### src/rtl/jump_ctrl_pkg.sv
// jump_ctrl_pkg
// Shared definitions for the MIX jump controller: opcode constants,
// comparison-indicator encodings, controller state encoding and a small
// opcode-class helper. Imported by jump_ctrl and jmpr.
package jump_ctrl_pkg;

    // Opcode constants (C field)
    localparam logic [5:0] OP_JMP = 6'd39;
    localparam logic [5:0] OP_JA  = 6'd40;
    localparam logic [5:0] OP_JX  = 6'd47;

    // Comparison indicator encodings
    localparam logic [1:0] CI_EQ = 2'b00;
    localparam logic [1:0] CI_GT = 2'b01;
    localparam logic [1:0] CI_LT = 2'b10;

    // Controller states
    typedef enum logic [1:0] {
        ST_IDLE = 2'd0,
        ST_READ = 2'd1,
        ST_EVAL = 2'd2,
        ST_DONE = 2'd3
    } state_e;

    // True for the register-test jumps JA, J1..J6, JX
    function automatic logic is_reg_jump(input logic [5:0] op);
        return (op >= OP_JA) && (op <= OP_JX);
    endfunction

endpackage

### src/rtl/jump_ctrl_jmpr.sv
// jmpr
// Register condition unit for MIX register jumps (JrN..JrO).
// Ports:
//   sel    in  1   evaluate enable; taken is forced low when clear
//   value  in  31  register word, sign at bit 30, magnitude in 29:0
//   field  in  3   F field: 0 N, 1 Z, 2 P, 3 NN, 4 NZ, 5 NP, 6 E, 7 O
//   taken  out 1   condition holds
module jmpr
    import jump_ctrl_pkg::*;
(
    input  logic        sel,
    input  logic [30:0] value,
    input  logic [2:0]  field,
    output logic        taken
);

    logic mag_zero;
    logic is_neg;
    logic is_pos;
    logic cond;

    // Minus zero has a zero magnitude, so it is neither negative nor
    // positive and tests as zero. Parity looks only at magnitude bit 0.
    always_comb begin
        mag_zero = (value[29:0] == 30'd0);
        is_neg   = value[30] && !mag_zero;
        is_pos   = !value[30] && !mag_zero;
        cond     = 1'b0;
        case (field)
            3'd0:    cond = is_neg;
            3'd1:    cond = mag_zero;
            3'd2:    cond = is_pos;
            3'd3:    cond = !is_neg;
            3'd4:    cond = !mag_zero;
            3'd5:    cond = !is_pos;
            3'd6:    cond = !value[0];
            default: cond = value[0];
        endcase
        taken = sel && cond;
    end

endmodule

### src/rtl/jump_ctrl.sv
// jump_ctrl
// Sequencing controller for all MIX jump instructions (opcode 39 and
// opcodes 40-47). Accepts one instruction in IDLE, optionally reads the
// register file, evaluates the jump condition and emits a one-cycle done
// pulse with the PC / rJ / overflow update strobes. All outputs registered.
// Ports:
//   clk, rst            clock, synchronous active-high reset
//   start               request, sampled only in IDLE
//   opcode, field       C and F fields of the instruction
//   m, pc               jump target and next sequential address
//   ci, ov              comparison indicator and overflow toggle
//   reg_rd_sel          register-file select (0 rA, 1-6 rI1-rI6, 7 rX)
//   reg_rd_data         register word, valid the cycle after reg_rd_sel
//   busy, done          in-flight flag and completion pulse
//   pc_load, pc_next    jump taken strobe and target
//   rj_load, rj_value   rJ load strobe and value
//   ov_clear            clear the overflow toggle
//   illegal             unsupported opcode/field, no loads
module jump_ctrl
    import jump_ctrl_pkg::*;
(
    input  logic        clk,
    input  logic        rst,
    input  logic        start,
    input  logic [5:0]  opcode,
    input  logic [5:0]  field,
    input  logic [11:0] m,
    input  logic [11:0] pc,
    input  logic [1:0]  ci,
    input  logic        ov,
    output logic [2:0]  reg_rd_sel,
    input  logic [30:0] reg_rd_data,
    output logic        busy,
    output logic        done,
    output logic        pc_load,
    output logic [11:0] pc_next,
    output logic        rj_load,
    output logic [11:0] rj_value,
    output logic        ov_clear,
    output logic        illegal
);

    state_e      state_q, state_d;
    logic [5:0]  opcode_q, opcode_d;
    logic [5:0]  field_q, field_d;
    logic [11:0] pc_next_q, pc_next_d;
    logic [11:0] rj_value_q, rj_value_d;
    logic [2:0]  reg_rd_sel_q, reg_rd_sel_d;
    logic        busy_q, busy_d;
    logic        done_q, done_d;
    logic        pc_load_q, pc_load_d;
    logic        rj_load_q, rj_load_d;
    logic        ov_clear_q, ov_clear_d;
    logic        illegal_q, illegal_d;

    logic [5:0]  sel_offset;
    logic        reg_op_q;
    logic        jmpr_taken;
    logic        taken;
    logic        link;
    logic        bad;

    assign sel_offset = opcode - OP_JA;
    assign reg_op_q   = is_reg_jump(opcode_q);

    jmpr u_jmpr (
        .sel   (reg_op_q),
        .value (reg_rd_data),
        .field (field_q[2:0]),
        .taken (jmpr_taken)
    );

    // Next-state and output logic. Illegal opcodes are routed through EVAL
    // so that every non-register instruction completes with the same
    // two-cycle latency; the decision there flags them illegal.
    always_comb begin
        state_d      = state_q;
        opcode_d     = opcode_q;
        field_d      = field_q;
        pc_next_d    = pc_next_q;
        rj_value_d   = rj_value_q;
        reg_rd_sel_d = 3'd0;
        busy_d       = 1'b0;
        done_d       = 1'b0;
        pc_load_d    = 1'b0;
        rj_load_d    = 1'b0;
        ov_clear_d   = 1'b0;
        illegal_d    = 1'b0;
        taken        = 1'b0;
        link         = 1'b1;
        bad          = 1'b0;

        case (state_q)
            ST_IDLE: begin
                if (start) begin
                    opcode_d   = opcode;
                    field_d    = field;
                    pc_next_d  = m;
                    rj_value_d = pc;
                    busy_d     = 1'b1;
                    if (is_reg_jump(opcode)) begin
                        state_d      = ST_READ;
                        reg_rd_sel_d = sel_offset[2:0];
                    end else begin
                        state_d = ST_EVAL;
                    end
                end
            end

            ST_READ: begin
                busy_d  = 1'b1;
                state_d = ST_EVAL;
            end

            ST_EVAL: begin
                busy_d  = 1'b1;
                done_d  = 1'b1;
                state_d = ST_DONE;
                if (opcode_q == OP_JMP) begin
                    case (field_q)
                        6'd0: taken = 1'b1;
                        6'd1: begin
                            taken = 1'b1;
                            link  = 1'b0;
                        end
                        6'd2: begin
                            taken      = ov;
                            ov_clear_d = ov;
                        end
                        6'd3: begin
                            taken      = !ov;
                            ov_clear_d = ov;
                        end
                        6'd4: taken = (ci == CI_LT);
                        6'd5: taken = (ci == CI_EQ);
                        6'd6: taken = (ci == CI_GT);
                        6'd7: taken = (ci != CI_LT);
                        6'd8: taken = (ci != CI_EQ);
                        6'd9: taken = (ci != CI_GT);
                        default: bad = 1'b1;
                    endcase
                end else if (reg_op_q) begin
                    if (field_q > 6'd7) begin
                        bad = 1'b1;
                    end else begin
                        taken = jmpr_taken;
                    end
                end else begin
                    bad = 1'b1;
                end
                illegal_d = bad;
                pc_load_d = taken && !bad;
                rj_load_d = taken && link && !bad;
            end

            default: begin
                state_d = ST_IDLE;
            end
        endcase
    end

    // State and output registers
    always_ff @(posedge clk) begin
        if (rst) begin
            state_q      <= ST_IDLE;
            opcode_q     <= 6'd0;
            field_q      <= 6'd0;
            pc_next_q    <= 12'd0;
            rj_value_q   <= 12'd0;
            reg_rd_sel_q <= 3'd0;
            busy_q       <= 1'b0;
            done_q       <= 1'b0;
            pc_load_q    <= 1'b0;
            rj_load_q    <= 1'b0;
            ov_clear_q   <= 1'b0;
            illegal_q    <= 1'b0;
        end else begin
            state_q      <= state_d;
            opcode_q     <= opcode_d;
            field_q      <= field_d;
            pc_next_q    <= pc_next_d;
            rj_value_q   <= rj_value_d;
            reg_rd_sel_q <= reg_rd_sel_d;
            busy_q       <= busy_d;
            done_q       <= done_d;
            pc_load_q    <= pc_load_d;
            rj_load_q    <= rj_load_d;
            ov_clear_q   <= ov_clear_d;
            illegal_q    <= illegal_d;
        end
    end

    assign reg_rd_sel = reg_rd_sel_q;
    assign busy       = busy_q;
    assign done       = done_q;
    assign pc_load    = pc_load_q;
    assign pc_next    = pc_next_q;
    assign rj_load    = rj_load_q;
    assign rj_value   = rj_value_q;
    assign ov_clear   = ov_clear_q;
    assign illegal    = illegal_q;

endmodule

### config.mk
export PLATFORM = sky130hd
export DESIGN_NAME = jump_ctrl
export DESIGN_NICKNAME = d
export VERILOG_FILES = /design/src/rtl/jump_ctrl_pkg.sv /design/src/rtl/jump_ctrl_jmpr.sv /design/src/rtl/jump_ctrl.sv
export SDC_FILE = /design/constraint.sdc
export NUM_CORES = 1
export LEC_CHECK = 0
export BUFFER_PORTS_ARGS = -buffer_cell sky130_fd_sc_hd__buf_4
export CORE_MARGIN = 2
export CORE_UTILIZATION = 40
export DETAILED_ROUTE_END_ITERATION = 10
export HOLD_SLACK_MARGIN = 0.05
export PLACE_DENSITY = 0.72
export SYNTH_ARGS = -nofsm -noshare
export SYNTH_HDL_FRONTEND = slang
export SYNTH_SLANG_ARGS = --single-unit
### constraint.sdc
create_clock -name clk -period 1.64 [get_ports clk]
set_input_delay 0.082 -clock clk [delete_from_list [all_inputs] [get_ports clk]]
set_output_delay 0.082 -clock clk [all_outputs]
set_load 0.05 [all_outputs]
==> impl_results.md <==
* Max-slew violations at 0
* All-Layer GR Usage at 19.61%
* Prevailing post-synth register cell: dfxtp_1
* Via count at 2,163
* Slowest cell on the critical path: dfxtp_1
* Synth-to-Final Area Change at 65.75%
* Root Buffer: clkbuf_8
* Clk_skew at 5.134 ps
* Peak Freq at around 670 MHz
* Max VDD drop at between 0.0006 and 0.0007 V
* Cell depth of the worst setup path at 6
* N_diodes at 0
* Largest family of logic cells by synthesized area: simple AND/OR/NAND/NOR gates
* Status: complete, no violations
* Yosys warnings at 0
* Crit path kind: flip-flop to flip-flop
* PD cells at roughly 1000 nW/µm²
* Reg2reg path depth at 6
* Clock transition at path regs at about 90 ps
* Total global routing overflow at 0
* Rel. slew slack at a little under three quarters
* Fill cells at 412
* Placed cells at around 400
* Pleak at 1.469 nW
* Top-area cell type share of the netlist area at a little under half
* GPL Wtd Cong at 0.7848
* Mux share of post-synthesis cell area at 0.5604%
* Die height at 74.88 µm
* Final hold vios at 0
* DP Area at about 2800 µm²
* DRT Pass-1 Iters at 4
* Post-synthesis xor/xnor area fraction at 0.4359%
* Unrepaired setup endpoints after global routing: no
* Slowest stage delay, CP at roughly 380 ps
* Synth Area per Inst at 7.974 µm²
* Synth Area in Adders at 1.868%
* Worst path most repeated cell: nand2_1
* Setup tns final at 0 ps
* Largest net degree at the start of global routing at 42
* Fraction of the mapped netlist area in simple logic gates at 29.76%
* Initial antenna violation count at 0
* Worst setup margin at 141.5 ps
* Synth Register Bits at 47
* Distinct cells, synth at 40
* Largest area contributor in the netlist: dfxtp_1
* Post-DP HPWL at between 3000 and 4000 µm
* Final worst-path cycle share at 91.37%
* Worst-Margin Slew at 427.8 ps
* Worst-path fanout max at 10
* Clock Latency Late Sink at 300 ps
* Final Cell Area at 3331 µm²
* Die Wd at 74.88 µm
* Startpoint types: flip-flop
* Seq/Total Area, Yosys at a little under half
* Mapped Cells at 252
* Setup crit end kind: flip-flop
* Syn Std Cell Area at 2009 µm²
* H-tree depth at 2
* Pre-CTS setup slack at 100.3 ps
* Avg WL per Cell at 11.98 µm
* First-pass GRT wire length at 8576 µm
* Hold Crit Class: primary input to flip-flop
* Share of cells above drive strength 1 at 32.39%
* Boundary pin count at 106
* Final nets at 464
* Main area contributors after synthesis: dfxtp_1 (47%), nand2_1 (14%), a21oi_1 (10%)
* Initial drt markers at 79
* Final min period at 1498 ps
* Die area at 5606 µm²
* Antenna-violating nets left at 0
* Total CTS buffers at 5
* Vias in the first global route at 2,063
* CTS sink count at 47
* Synth cell count leaders: nand2_1 (77), dfxtp_1 (47), a21oi_1 (40), clkbuf_1 (8), nor4_1 (7)
* CTS tree: done
* Synth Area in Compound Gates at 15.63%
* Area of the core at between 4000 and 5000 µm²
* Ys async rst share at 0%
* Hold Slack at approximately 75 ps
* WP data arrival at 1720 ps
* Worst path buffer plus inverter count at 2
* Largest delay share family, worst path: flip-flops
* Min-Delay Path Depth at 2
* # port buffers at about 110
* Row cnt at 25
* Max cap viols at 0
* Most common cell in the netlist: nand2_1
* Via density at 4.743
* Drc violations at 0
* Final cell count without fillers at 456
* Final WL at 5463 µm
* Initial Util at 41.99%
* WP data required at 1860 ps
* Longest Clk Path Bufs at 2
* EDFF count, synth at 0
* Mapped Nets at approximately 330
* Worst-path cell chain: inv_1 > ha_1 > nand2_1 > buf_4 > nand2_1 > a21oi_1
* # setup viols final at 0
-- cell usage in the layout, fill, tap and decap left out, types with 3 or more instances in the layout --
master / synthesis / layout
nand3_1: 6 / 6
nand2_1: 77 / 77
dfxtp_1: 47 / 44
nor3_1: 5 / 5
and4_1: 3 / 3
o21ai_0: 4 / 4
and2_1: 5 / 5
buf_4: 1 / 106
inv_1: 5 / 5
nor2_1: 6 / 6
a21oi_1: 40 / 40
nor4_1: 7 / 7
dfxtp_2: 0 / 3
dlygate4sd3_1: 0 / 36
clkbuf_8: 0 / 6
ha_1: 3 / 3
-- routing by layer --
layer	vias up	wire length, µm	global-route usage, %
li1	1126	-	-
met1	959	2280	22.27
met2	72	2649	35.19
met3	6	480	6.827
met4	0	52	4.762
met5	-	0	0
-- layout make-up --
| cell class | instances | area, µm² | share of cell area [%] |
|---|---|---|---|
| sequential | 47 | 944.7 | 28.36 |
| clock buffer | 6 | 82.58 | 2.479 |
| inverter | 5 | 18.77 | 0.5635 |
| clock inverter | 2 | 35.03 | 1.052 |
| tap | 67 | 83.83 | 2.517 |
| timing repair buffer | 144 | 1196 | 35.91 |
| multi-input combinational | 185 | 969.7 | 29.11 |
-- where the power goes --
part,total [mW],switching [mW],internal [mW]
logic,1.13,0.665,0.470
registers,1.37,0.0947,1.27
clock network,0.878,0.384,0.493
-- sequential cells by signal, indices dropped and copies added, names as in the netlist --
| register | count |
|---|---|
| rj_value | 12 |
| done | 1 |
| busy | 1 |
| field_q | 6 |
| reg_rd_sel | 3 |
| opcode_q | 6 |
| ov_clear | 1 |
| rj_load | 1 |
| pc_next | 12 |
| pc_load | 1 |
| illegal | 1 |
| state_q | 2 |
-- worst paths after layout --
kind	from	end	slack, ps
worst min-delay path	ov	ov_clear	80
worst max-delay path	state_q[0]	pc_next[3]	140
worst max register to register	state_q[0]	pc_next[3]	140
worst min register to register	opcode_q[4]	opcode_q[4]	460
-- metrics by stage --
step / utilization, % / power (mW)
floorplan: - / 2.067
global placement: 59.53 / 2.439
detailed placement: 59.53 / 2.453
CTS: 69.52 / 3.405
global route: 69.59 / 3.556
finish: 69.59 / 3.380
-- cells by family after synthesis --
logic type | count (synthesis)
mux | 1
compound gates | 55
xor+xnor | 1
fa+ha+maj | 3
flops | 47
simple gates | 125
buf+inv | 20
-- what timing repair did --
action,in CTS,in global routing
hold endpoints to repair,39,0
setup buffers,0,0
gates resized for setup,0,3
setup endpoints to repair,0,2
hold buffers,36,0
Note: power is estimated with default switching activity, not from simulation.
